$ cat config.mk
export PLATFORM = sky130hd
export DESIGN_NAME = load_store_unit
export DESIGN_NICKNAME = d
export VERILOG_FILES = /design/src/rtl/mips_mem_pkg.sv /design/src/rtl/byte_lane_unit.sv /design/src/rtl/load_store_unit.sv
export SDC_FILE = /design/constraint.sdc
export NUM_CORES = 1
export LEC_CHECK = 0
export CAP_MARGIN = 20
export CORE_UTILIZATION = 43
export DETAILED_ROUTE_END_ITERATION = 6
export PLACE_DENSITY = 0.8
export SLEW_MARGIN = 10
export SYNTH_ARGS = -nofsm -noshare
export SYNTH_HDL_FRONTEND = slang
export SYNTH_SLANG_ARGS = --single-unit
$ cat constraint.sdc
create_clock -name clk -period 2.1 [get_ports clk]
set_clock_uncertainty 0.15 [all_clocks]
set_input_delay 0.21 -clock clk [delete_from_list [all_inputs] [get_ports clk]]
set_output_delay 0.21 -clock clk [all_outputs]
set_load 0.02 [all_outputs]
$ cat src/rtl/mips_mem_pkg.sv
// Shared encodings for the MIPS load/store path to datamemory.
// Access sizes, LSU FSM states and the captured-request bundle.
package mips_mem_pkg;

    localparam logic [1:0] SZ_BYTE = 2'b00;
    localparam logic [1:0] SZ_HALF = 2'b01;
    localparam logic [1:0] SZ_WORD = 2'b10;
    localparam logic [1:0] SZ_RSVD = 2'b11;

    localparam logic [1:0] ST_IDLE       = 2'd0;
    localparam logic [1:0] ST_LD_CAPTURE = 2'd1;
    localparam logic [1:0] ST_RMW_MERGE  = 2'd2;
    localparam logic [1:0] ST_RMW_WRITE  = 2'd3;

    typedef struct packed {
        logic [1:0]  offset;
        logic [1:0]  size;
        logic        is_unsigned;
        logic [31:0] wdata;
    } lsu_req_t;

    function automatic logic is_fault(
        input logic [1:0] size,
        input logic [1:0] offset
    );
        case (size)
            SZ_BYTE: is_fault = 1'b0;
            SZ_HALF: is_fault = offset[0];
            SZ_WORD: is_fault = |offset;
            default: is_fault = 1'b1;
        endcase
    endfunction

endpackage

$ cat src/rtl/byte_lane_unit.sv
// Big-endian lane select/extend for loads and lane merge for stores.
// Purely combinational; offset 0 is the most significant byte.
module byte_lane_unit
    import mips_mem_pkg::*;
(
    input  logic [31:0] word,
    input  logic [1:0]  offset,
    input  logic [1:0]  size,
    input  logic        is_unsigned,
    input  logic [31:0] wdata,
    output logic [31:0] load_val,
    output logic [31:0] merged
);

    logic [4:0]  bpos;
    logic [7:0]  sel_byte;
    logic [15:0] sel_half;

    // byte lane n sits at bit 8*(3-n)
    assign bpos     = {~offset, 3'b000};
    assign sel_byte = word[bpos +: 8];
    assign sel_half = offset[1] ? word[15:0] : word[31:16];

    always_comb begin
        load_val = word;
        case (size)
            SZ_BYTE: begin
                if (is_unsigned)
                    load_val = {24'h0, sel_byte};
                else
                    load_val = {{24{sel_byte[7]}}, sel_byte};
            end
            SZ_HALF: begin
                if (is_unsigned)
                    load_val = {16'h0, sel_half};
                else
                    load_val = {{16{sel_half[15]}}, sel_half};
            end
            default: load_val = word;
        endcase
    end

    always_comb begin
        merged = word;
        case (size)
            SZ_BYTE: merged[bpos +: 8] = wdata[7:0];
            SZ_HALF: begin
                if (offset[1])
                    merged[15:0] = wdata[15:0];
                else
                    merged[31:16] = wdata[15:0];
            end
            SZ_WORD: merged = wdata;
            default: merged = word;
        endcase
    end

endmodule

$ cat src/rtl/load_store_unit.sv
// Byte-addressed load/store front end for a word-only datamemory.
// Sub-word stores go through a read-modify-write of the whole word.
module load_store_unit
    import mips_mem_pkg::*;
#(
    parameter int DATA_WIDTH = 32,
    parameter int ADDR_WIDTH = 10
) (
    input  logic                  clk,
    input  logic                  rst,
    input  logic                  req_valid,
    input  logic                  req_write,
    input  logic [1:0]            req_size,
    input  logic                  req_unsigned,
    input  logic [31:0]           req_addr,
    input  logic [31:0]           req_wdata,
    output logic                  busy,
    output logic                  resp_valid,
    output logic [DATA_WIDTH-1:0] resp_rdata,
    output logic                  fault,
    output logic [ADDR_WIDTH-1:0] mem_address,
    output logic                  mem_we,
    output logic [DATA_WIDTH-1:0] mem_in,
    input  logic [DATA_WIDTH-1:0] mem_out
);

    logic [1:0]            state;
    logic [ADDR_WIDTH-1:0] addr_q;
    lsu_req_t              req_q;
    logic [DATA_WIDTH-1:0] merged_q;
    logic [31:0]           lane_load;
    logic [31:0]           lane_merged;

    logic accept;
    logic req_bad;
    logic do_fault;
    logic do_load;
    logic do_sw;
    logic do_rmw;
    logic unused_addr;

    assign unused_addr = ^req_addr[31:ADDR_WIDTH+2];

    assign busy    = (state != ST_IDLE);
    assign accept  = req_valid && (state == ST_IDLE);
    assign req_bad = is_fault(req_size, req_addr[1:0]);

    assign do_fault = accept && req_bad;
    assign do_load  = accept && !req_bad && !req_write;
    assign do_sw    = accept && !req_bad && req_write
                    && (req_size == SZ_WORD);
    assign do_rmw   = accept && !req_bad && req_write
                    && (req_size != SZ_WORD);

    assign mem_address = (state == ST_IDLE)
                       ? req_addr[ADDR_WIDTH+1:2]
                       : addr_q;

    // reset must cancel a pending write in the same cycle
    always_comb begin
        mem_we = 1'b0;
        mem_in = '0;
        if (!rst) begin
            if (do_sw) begin
                mem_we = 1'b1;
                mem_in = req_wdata;
            end else if (state == ST_RMW_WRITE) begin
                mem_we = 1'b1;
                mem_in = merged_q;
            end
        end
    end

    byte_lane_unit u_lane (
        .word        (mem_out),
        .offset      (req_q.offset),
        .size        (req_q.size),
        .is_unsigned (req_q.is_unsigned),
        .wdata       (req_q.wdata),
        .load_val    (lane_load),
        .merged      (lane_merged)
    );

    always_ff @(posedge clk) begin
        if (rst) begin
            state      <= ST_IDLE;
            resp_valid <= 1'b0;
            resp_rdata <= '0;
            fault      <= 1'b0;
            addr_q     <= '0;
            req_q      <= '0;
            merged_q   <= '0;
        end else begin
            resp_valid <= 1'b0;
            resp_rdata <= '0;
            fault      <= 1'b0;
            unique case (state)
                ST_IDLE: begin
                    if (accept) begin
                        addr_q <= req_addr[ADDR_WIDTH+1:2];
                        req_q  <= '{
                            offset:      req_addr[1:0],
                            size:        req_size,
                            is_unsigned: req_unsigned,
                            wdata:       req_wdata
                        };
                    end
                    unique case (1'b1)
                        do_fault: begin
                            resp_valid <= 1'b1;
                            fault      <= 1'b1;
                        end
                        do_load: state <= ST_LD_CAPTURE;
                        do_sw:   resp_valid <= 1'b1;
                        do_rmw:  state <= ST_RMW_MERGE;
                        default: state <= ST_IDLE;
                    endcase
                end
                ST_LD_CAPTURE: begin
                    resp_valid <= 1'b1;
                    resp_rdata <= lane_load;
                    state      <= ST_IDLE;
                end
                ST_RMW_MERGE: begin
                    merged_q <= lane_merged;
                    state    <= ST_RMW_WRITE;
                end
                ST_RMW_WRITE: begin
                    resp_valid <= 1'b1;
                    state      <= ST_IDLE;
                end
            endcase
        end
    end

endmodule

# Word-level counts from Yosys, hierarchy flattened
# Cells that the tools add are included.
# W data, S select, Z words.
word_totals:
  regBits: 115
  wordCells: 66
op_classes:
  n_addsub: 1
  eq_ne: 9
  n_shift: 3
  muxes: 21
  n_bitwise: 3
  n_reduce_logical: 19
ops:
  columns: ["cell", "n"]
  rows:
  - ["$mux W32", 5]
  - ["$pmux W32 S3", 1]
  - ["$pmux W32 S2", 1]
  - ["$mux W16", 3]
  - ["$bwmux W32", 1]
  - ["$shift A8 B7 Y32 const A", 1]
  - ["$shiftx A32 B6 Y8", 1]
  - ["$shiftx A8 B7 Y32", 1]
  - ["$pmux W2 S3", 2]
  - ["$mux W10", 1]
  - ["$reduce_or A2 Y1", 5]
  - ["$eq A2 B2 Y1 const B", 4]
  - ["$logic_and A1 B1 Y1", 7]
  - ["$neg A5 Y7", 1]
  - ["$eq A2 B1 Y1 const B", 3]
  - ["$logic_not A2 Y1", 3]
  - ["$mux W1", 5]
  - ["$ne A2 B2 Y1 const B", 2]
  - ["$pmux W1 S3", 1]
  - ["$logic_not A1 Y1", 2]
  - ["$not A1 Y1", 2]
  - ["$not A2 Y2", 1]
  - ["$pmux W1 S2", 1]
  - ["$reduce_and A2 Y1", 1]
  - ["$reduce_bool A2 Y1", 1]

# Logic depth before layout (Yosys ltp)
logic_depth:
  ltp_word: 9
  ltp_mapped: 8
  depth_no_buf: 6

# By module
# From an unflattened synthesis, not the netlist that was laid out.
hier_totals:
  cells_unflattened: 718
  area_unflattened_um2: 5939.4
modules_own_cells:
  columns: ["mod", "instances", "cells_per_inst", "area_per_inst_um2", "seq_area_each_um2"]
  rows:
  - ["load_store_unit", 1, 492, 4321.6, 2302.2]
  - ["byte_lane_unit", 1, 226, 1617.8, 0.0]

# Worst setup path after synthesis
# Ideal clock, no wire load.
synth_path:
  path_kind: "register -> register"
  from: "reg req_q[36] (netlist name)"
  to: "reg merged_q[2]"
  setup_ns: 0.122
  arrival_ns: 1.908
  required_ns: 1.828
  setup_slack_ns: -0.080
  stages_incl_launch_ff: 9
  n_path_buf: 2
  synth_period_minus_slack_ns: 2.180
  path_cell_list: "dfxtp_1 -> buf_2 -> inv_1 -> buf_2 -> ha_1 -> nand4b_1 -> a2bb2oi_2 -> and2_1 -> a221o_1"
synth_via:
  elab_chain_len: 5
  word_cells_on_any_way: 7
  classes_between: "add/sub: 1; shift: 2; mux: 3; bitwise: 1"
synth_rtl:
  columns: ["item", "line_no", "source"]
  rows:
  - ["start: declaration", "load_store_unit.sv:29", "lsu_req_t req_q;"]
  - ["start signal: assignment", "load_store_unit.sv:101", "req_q <= '{"]
  - ["$not A2 Y2", "byte_lane_unit.sv:20", "assign bpos = {~offset, 3'b000};"]
  - ["$neg A5 Y7", "byte_lane_unit.sv:46", "SZ_BYTE: merged[bpos +: 8] = wdata[7:0];"]
  - ["$shiftx A8 B7 Y32 / $shift A8 B7 Y32 (equally long branches)", "byte_lane_unit.sv:46", null]
  - ["$bwmux W32", "byte_lane_unit.sv:46", null]
  - ["$pmux W32 S3 (*)", "byte_lane_unit.sv:45", "case (size)"]
  - ["end signal: assignment", "load_store_unit.sv:125", "merged_q <= lane_merged;"]
  - ["end: declaration", "load_store_unit.sv:30", "logic [DATA_WIDTH-1:0] merged_q;"]
# Every way passes the cells marked *; elsewhere a longest branch is shown, timed or not.
# A chain may end at the register's enable or synchronous reset.

# Worst setup path after layout
layout_path:
  from: "reg state[0]"
  to: "out mem_in[9]"
layout_via:
  elab_chain_len: 7
  word_cells_on_any_way: 9
  classes_between: "eq/ne: 1; mux: 3; reduce/logical: 5"
layout_rtl:
  columns: ["item", "line_no", "source"]
  rows:
  - ["start: declaration", "load_store_unit.sv:27", "logic [1:0] state;"]
  - ["start signal: assignment", "load_store_unit.sv:86", "state <= ST_IDLE;"]
  - ["start signal: assignment", "load_store_unit.sv:113", "do_load: state <= ST_LD_CAPTURE;"]
  - ["start signal: assignment", "load_store_unit.sv:115", "do_rmw: state <= ST_RMW_MERGE;"]
  - ["$logic_not A2 Y1", "load_store_unit.sv:45", "assign accept = req_valid && (state == ST_IDLE);"]
  - ["$logic_and A1 B1 Y1", "load_store_unit.sv:45", null]
  - ["$logic_and A1 B1 Y1 (2 in a row)", "load_store_unit.sv:50", "assign do_sw = accept && !req_bad && req_write"]
  - ["$logic_and A1 B1 Y1", "load_store_unit.sv:51", "&& (req_size == SZ_WORD);"]
  - ["$mux W32 (*)", "load_store_unit.sv:64", "if (do_sw) begin"]
  - ["$mux W32 (*)", "load_store_unit.sv:63", "if (!rst) begin"]
  - ["end: declaration", "load_store_unit.sv:23", "output logic [DATA_WIDTH-1:0] mem_in,"]
# Marked as above.

==> run_summary.xml <==
<?xml version="1.0" encoding="UTF-8"?>
<metrics>
  <group name="outcome">
    <metric name="outcome" unit="">complete, but fails checks</metric>
    <metric name="violations" unit="">negative setup slack</metric>
  </group>
  <group name="timing">
    <metric name="timing.final.hold_violations" unit="">0</metric>
    <metric name="rsz0062_at_grt" unit="">yes</metric>
    <metric name="final.setup.worst_slack" unit="ps">-68.8</metric>
    <metric name="finalWorstPathRequiredPeriod" unit="ps">2170</metric>
    <metric name="setup_violations" unit="">43</metric>
    <metric name="max_freq" unit="MHz">461</metric>
    <metric name="tightestPinTransition" unit="ps">680</metric>
    <metric name="layout_worst_path_cycle_share" unit="%">103</metric>
    <metric name="max-slew-margin-rel" unit="%">54.7</metric>
    <metric name="fin_tns_setup" unit="ps">-1550</metric>
    <metric name="drv_slew" unit="">0</metric>
  </group>
  <group name="layout">
    <metric name="drive_gt1_share" unit="%">20.6</metric>
    <metric name="stdcell_count" unit="">1068</metric>
    <metric name="n_antenna_cell" unit="">0</metric>
    <metric name="syn_to_final_growth" unit="%">45.9</metric>
    <metric name="finalCoreUtilization" unit="%">64.7</metric>
    <metric name="num-nets-final" unit="">988</metric>
    <metric name="finalInstanceArea" unit="mm2">0.00860</metric>
  </group>
  <group name="logic_synthesis">
    <metric name="synth_mux_area_share" unit="%">7.02</metric>
    <metric name="synth.ff_latch_count" unit="">115</metric>
    <metric name="synth.yosys.warnings" unit="">0</metric>
    <metric name="synth_top_flop_cell" unit="">sky130_fd_sc_hd__dfxtp_1</metric>
    <metric name="synth_top_cell_area_share" unit="%">39.0</metric>
    <metric name="ys_top_cells_by_count" unit="">124 x sky130_fd_sc_hd__nand2_1, 115 x sky130_fd_sc_hd__dfxtp_1, 96 x sky130_fd_sc_hd__a21oi_1</metric>
    <metric name="synth_top_area_cell" unit="">sky130_fd_sc_hd__dfxtp_1</metric>
    <metric name="seq_area_frac_synth" unit="%">39.0</metric>
    <metric name="synth.net_count" unit="">800</metric>
    <metric name="netlist_area_before_placement" unit="mm2">0.00590</metric>
    <metric name="synth_cells" unit="">692</metric>
    <metric name="synth_simple_gate_area_share" unit="%">17.1</metric>
    <metric name="avgSynthCellArea" unit="um2">8.52</metric>
    <metric name="synth-async-reset-ratio" unit="%">0</metric>
    <metric name="area_fraction_in_compound_gates_after_synthesis" unit="%">30.1</metric>
    <metric name="synthXorXnorAreaFrac" unit="%">0</metric>
    <metric name="yosys.cell_count.top_type" unit="">sky130_fd_sc_hd__nand2_1</metric>
    <metric name="synthTopCellsByArea" unit="">sky130_fd_sc_hd__dfxtp_1 39%, sky130_fd_sc_hd__a21oi_1 8.1%, sky130_fd_sc_hd__nand2_1 7.9%, sky130_fd_sc_hd__a22o_1 5.0%, sky130_fd_sc_hd__mux2_2 4.6%</metric>
    <metric name="synth-edff-count" unit="">0</metric>
    <metric name="synthDistinctLibCells" unit="">57</metric>
    <metric name="synth_adder_area_share" unit="%">1.06</metric>
    <metric name="largest_family_of_logic_cells_by_synthesized_area" unit="">compound AO/OA/AOI/OAI gates</metric>
  </group>
  <group name="routing">
    <metric name="drt.antenna.violating_nets" unit="">0</metric>
    <metric name="post_drt_wl_per_cell" unit="um">20.1</metric>
    <metric name="drt_first_iter_violations" unit="">770</metric>
    <metric name="vias" unit="">6380</metric>
    <metric name="wl" unit="um">21400</metric>
    <metric name="dr_wl_met3" unit="um">2190</metric>
    <metric name="met2RoutedLength" unit="um">9710</metric>
    <metric name="maxUsedRoutingLayer" unit="">met4</metric>
    <metric name="detail_route.drc_violations" unit="">0</metric>
    <metric name="avgViaCountPerCell" unit="">5.97</metric>
    <metric name="met1Wirelength" unit="um">8700</metric>
    <metric name="drt_pre_antenna_iters" unit="">6</metric>
  </group>
  <group name="floorplanning">
    <metric name="die_w" unit="um">119</metric>
    <metric name="die_h" unit="um">119</metric>
    <metric name="fp.dieArea" unit="mm2">0.0142</metric>
    <metric name="initial_core_util" unit="%">44.4</metric>
    <metric name="floorplan.core_area" unit="mm2">0.0133</metric>
    <metric name="placementRows" unit="">42</metric>
    <metric name="ioPinCount" unit="">181</metric>
  </group>
  <group name="setup_path">
    <metric name="reg2reg_depth" unit="">6</metric>
    <metric name="cp-end-kind" unit="">output port</metric>
    <metric name="ff2ff_setup_slack" unit="ps">40</metric>
    <metric name="crit_chain" unit="">nor2_4 -&gt; and2_4 -&gt; and4_4 -&gt; buf_12 -&gt; buf_12 -&gt; a22o_1 -&gt; buf_6</metric>
    <metric name="cp.arrival" unit="ps">1810</metric>
    <metric name="timing.critical_path.required" unit="ps">1740</metric>
    <metric name="worstSetupPathType" unit="">flip-flop to output port</metric>
    <metric name="crit_path_start_kind" unit="">flip-flop</metric>
    <metric name="rr_endpoint" unit="">merged_q[0]</metric>
    <metric name="critical_path.top_delay_family" unit="">simple AND/OR/NAND/NOR gates</metric>
    <metric name="startpoint" unit="">state[0]</metric>
    <metric name="critical_path.reg2reg.startpoint" unit="">req_q[36]</metric>
    <metric name="timing.critical_path.fanout_max" unit="">13</metric>
    <metric name="timing.critical_path.buf_inv" unit="">3</metric>
    <metric name="crit_path_frequent_cell" unit="">sky130_fd_sc_hd__buf_12</metric>
    <metric name="setup.worst_path.end" unit="">mem_in[9]</metric>
    <metric name="slowest_stage" unit="">sky130_fd_sc_hd__dfxtp_4</metric>
    <metric name="number_of_gates_on_the_worst_path_with_buffers_counted" unit="">7</metric>
    <metric name="cp_slowest_stage_delay" unit="ps">360</metric>
  </group>
  <group name="place">
    <metric name="detailedPlacementHpwl" unit="um">15000</metric>
    <metric name="numPortBuffers" unit="">160</metric>
    <metric name="dpl.cell_count" unit="">1034</metric>
    <metric name="gp_routability_congestion" unit="">1.05</metric>
    <metric name="placedInstanceArea" unit="mm2">0.00798</metric>
  </group>
  <group name="grt">
    <metric name="grt_antenna_before_repair" unit="">1</metric>
    <metric name="global_route.overflow_total" unit="">0</metric>
    <metric name="grt_pass1_wl" unit="um">33900</metric>
    <metric name="combined_global_route_utilization_of_all_metal_layers" unit="%">31.0</metric>
    <metric name="grt_start_max_net_pins" unit="">63</metric>
    <metric name="first_global_vias" unit="">6184</metric>
  </group>
  <group name="clocking">
    <metric name="cts_num_sinks" unit="">115</metric>
    <metric name="cts.path.max_buffers" unit="">2</metric>
    <metric name="cts-buffers-inserted" unit="">17</metric>
    <metric name="clk_root_buffer_cell" unit="">sky130_fd_sc_hd__clkbuf_16</metric>
    <metric name="cts-htree-levels" unit="">4</metric>
    <metric name="clkLatencyLatePin" unit="ps">420</metric>
    <metric name="holdBufCountCts" unit="">0</metric>
    <metric name="cts_tree" unit="">done</metric>
    <metric name="cts.reportedPaths.clkPinSlew" unit="ps">50</metric>
  </group>
  <group name="power_and_ir_drop">
    <metric name="peakVddDrop" unit="uV">573</metric>
    <metric name="pwr_density_cell" unit="mW/mm2">712</metric>
    <metric name="post_route_total_power" unit="mW">6.12</metric>
    <metric name="leakagePower" unit="nW">3.41</metric>
  </group>
  <group name="worst_hold_path">
    <metric name="holdCritPathClass" unit="">input port to flip-flop</metric>
  </group>
  <group name="flow_run">
    <metric name="timing.max_cap.violations" unit="">0</metric>
  </group>
</metrics>
## sequential cells by signal (all words and copies together), names as in the netlist
register,flops
req_q,37
merged_q,32
resp_rdata,32
addr_q,10
state,2
fault,1
resp_valid,1
## cells in the final DEF, fill, tap and decap left out, drive strengths merged, types with 8 or more instances in the layout
cell type	synthesis	final
clkdlybuf4s50	0	116
a221oi	8	8
nand2	125	125
nor2b	20	20
nor2	33	33
clkbuf	23	26
o21ai	11	11
mux2	27	27
and3	13	13
dfxtp	115	115
o32ai	11	11
a221o	13	13
a32o	14	14
a22o	34	34
mux2i	11	11
buf	38	104
dlygate4sd2	0	10
o22ai	14	14
a211oi	13	13
a21oi	96	96
## kinds of logic (layout without fill, tap and decap cells)
group / Yosys count / count (layout)
AOI/OAI and AO/OA: 251 / 251
adders and majority gates: 5 / 5
buffers and inverters: 68 / 268
DFF: 115 / 115
muxes: 38 / 38
and+or+nand+nor: 215 / 215
## worst reg2reg max path, cell delays in order (launching register included)
cell                        delay [ps]
sky130_fd_sc_hd__dfxtp_1           480
sky130_fd_sc_hd__inv_1             180
sky130_fd_sc_hd__ha_4              340
sky130_fd_sc_hd__nand4b_1          140
sky130_fd_sc_hd__a2bb2oi_2         110
sky130_fd_sc_hd__and2_1            240
sky130_fd_sc_hd__a221o_1           300
## layout make-up
class                      count  area, um2
clock buffer                  26        489
clock inverter                 5       27.5
fill                        1098       4690
inverter                       7       26.3
multi-input combinational    509       3310
sequential                   115       2310
tap                          176        220
timing repair buffer         230       2220
## worst min-delay path by stage
stage,startpoint,endpoint,slack [ps],cells past startpoint
after floorplan,req_addr[2],addr_q[0],200,2
after global placement,req_q[28],req_q[28],290,2
after detailed placement,addr_q[1],addr_q[1],300,2
after CTS,rst,addr_q[2],40,3
after global routing,rst,addr_q[3],60,3
final,rst,addr_q[2],50,3
## layer usage
metal  global-route usage [%]  up-vias
li1                         -     2936
met1                     39.4     3010
met2                     48.3      361
met3                     8.76       73
met4                     14.4        0
met5                        0        -
## stage by stage
stage / worst slack [ps] / hold slack (ps)
finish: -68.8 / 49.3
global placement: -447 / 291
global route: -110 / 57.3
CTS: -55.4 / 42.8
floorplan: 3.56 / 196
detailed placement: -482 / 300
## report_power, final
group          internal (mW)  switching [mW]
combinational          0.545           0.626
clock                   1.58           0.968
sequential              2.30           0.105
total                   4.43            1.70
## what timing repair did
item	in CTS	in global routing
gates cloned	1	0
setup endpoints to repair	45	53
gates resized for setup	214	8
setup buffers	3	1
pin swaps	6	10
(Power assumes the default switching activity.)
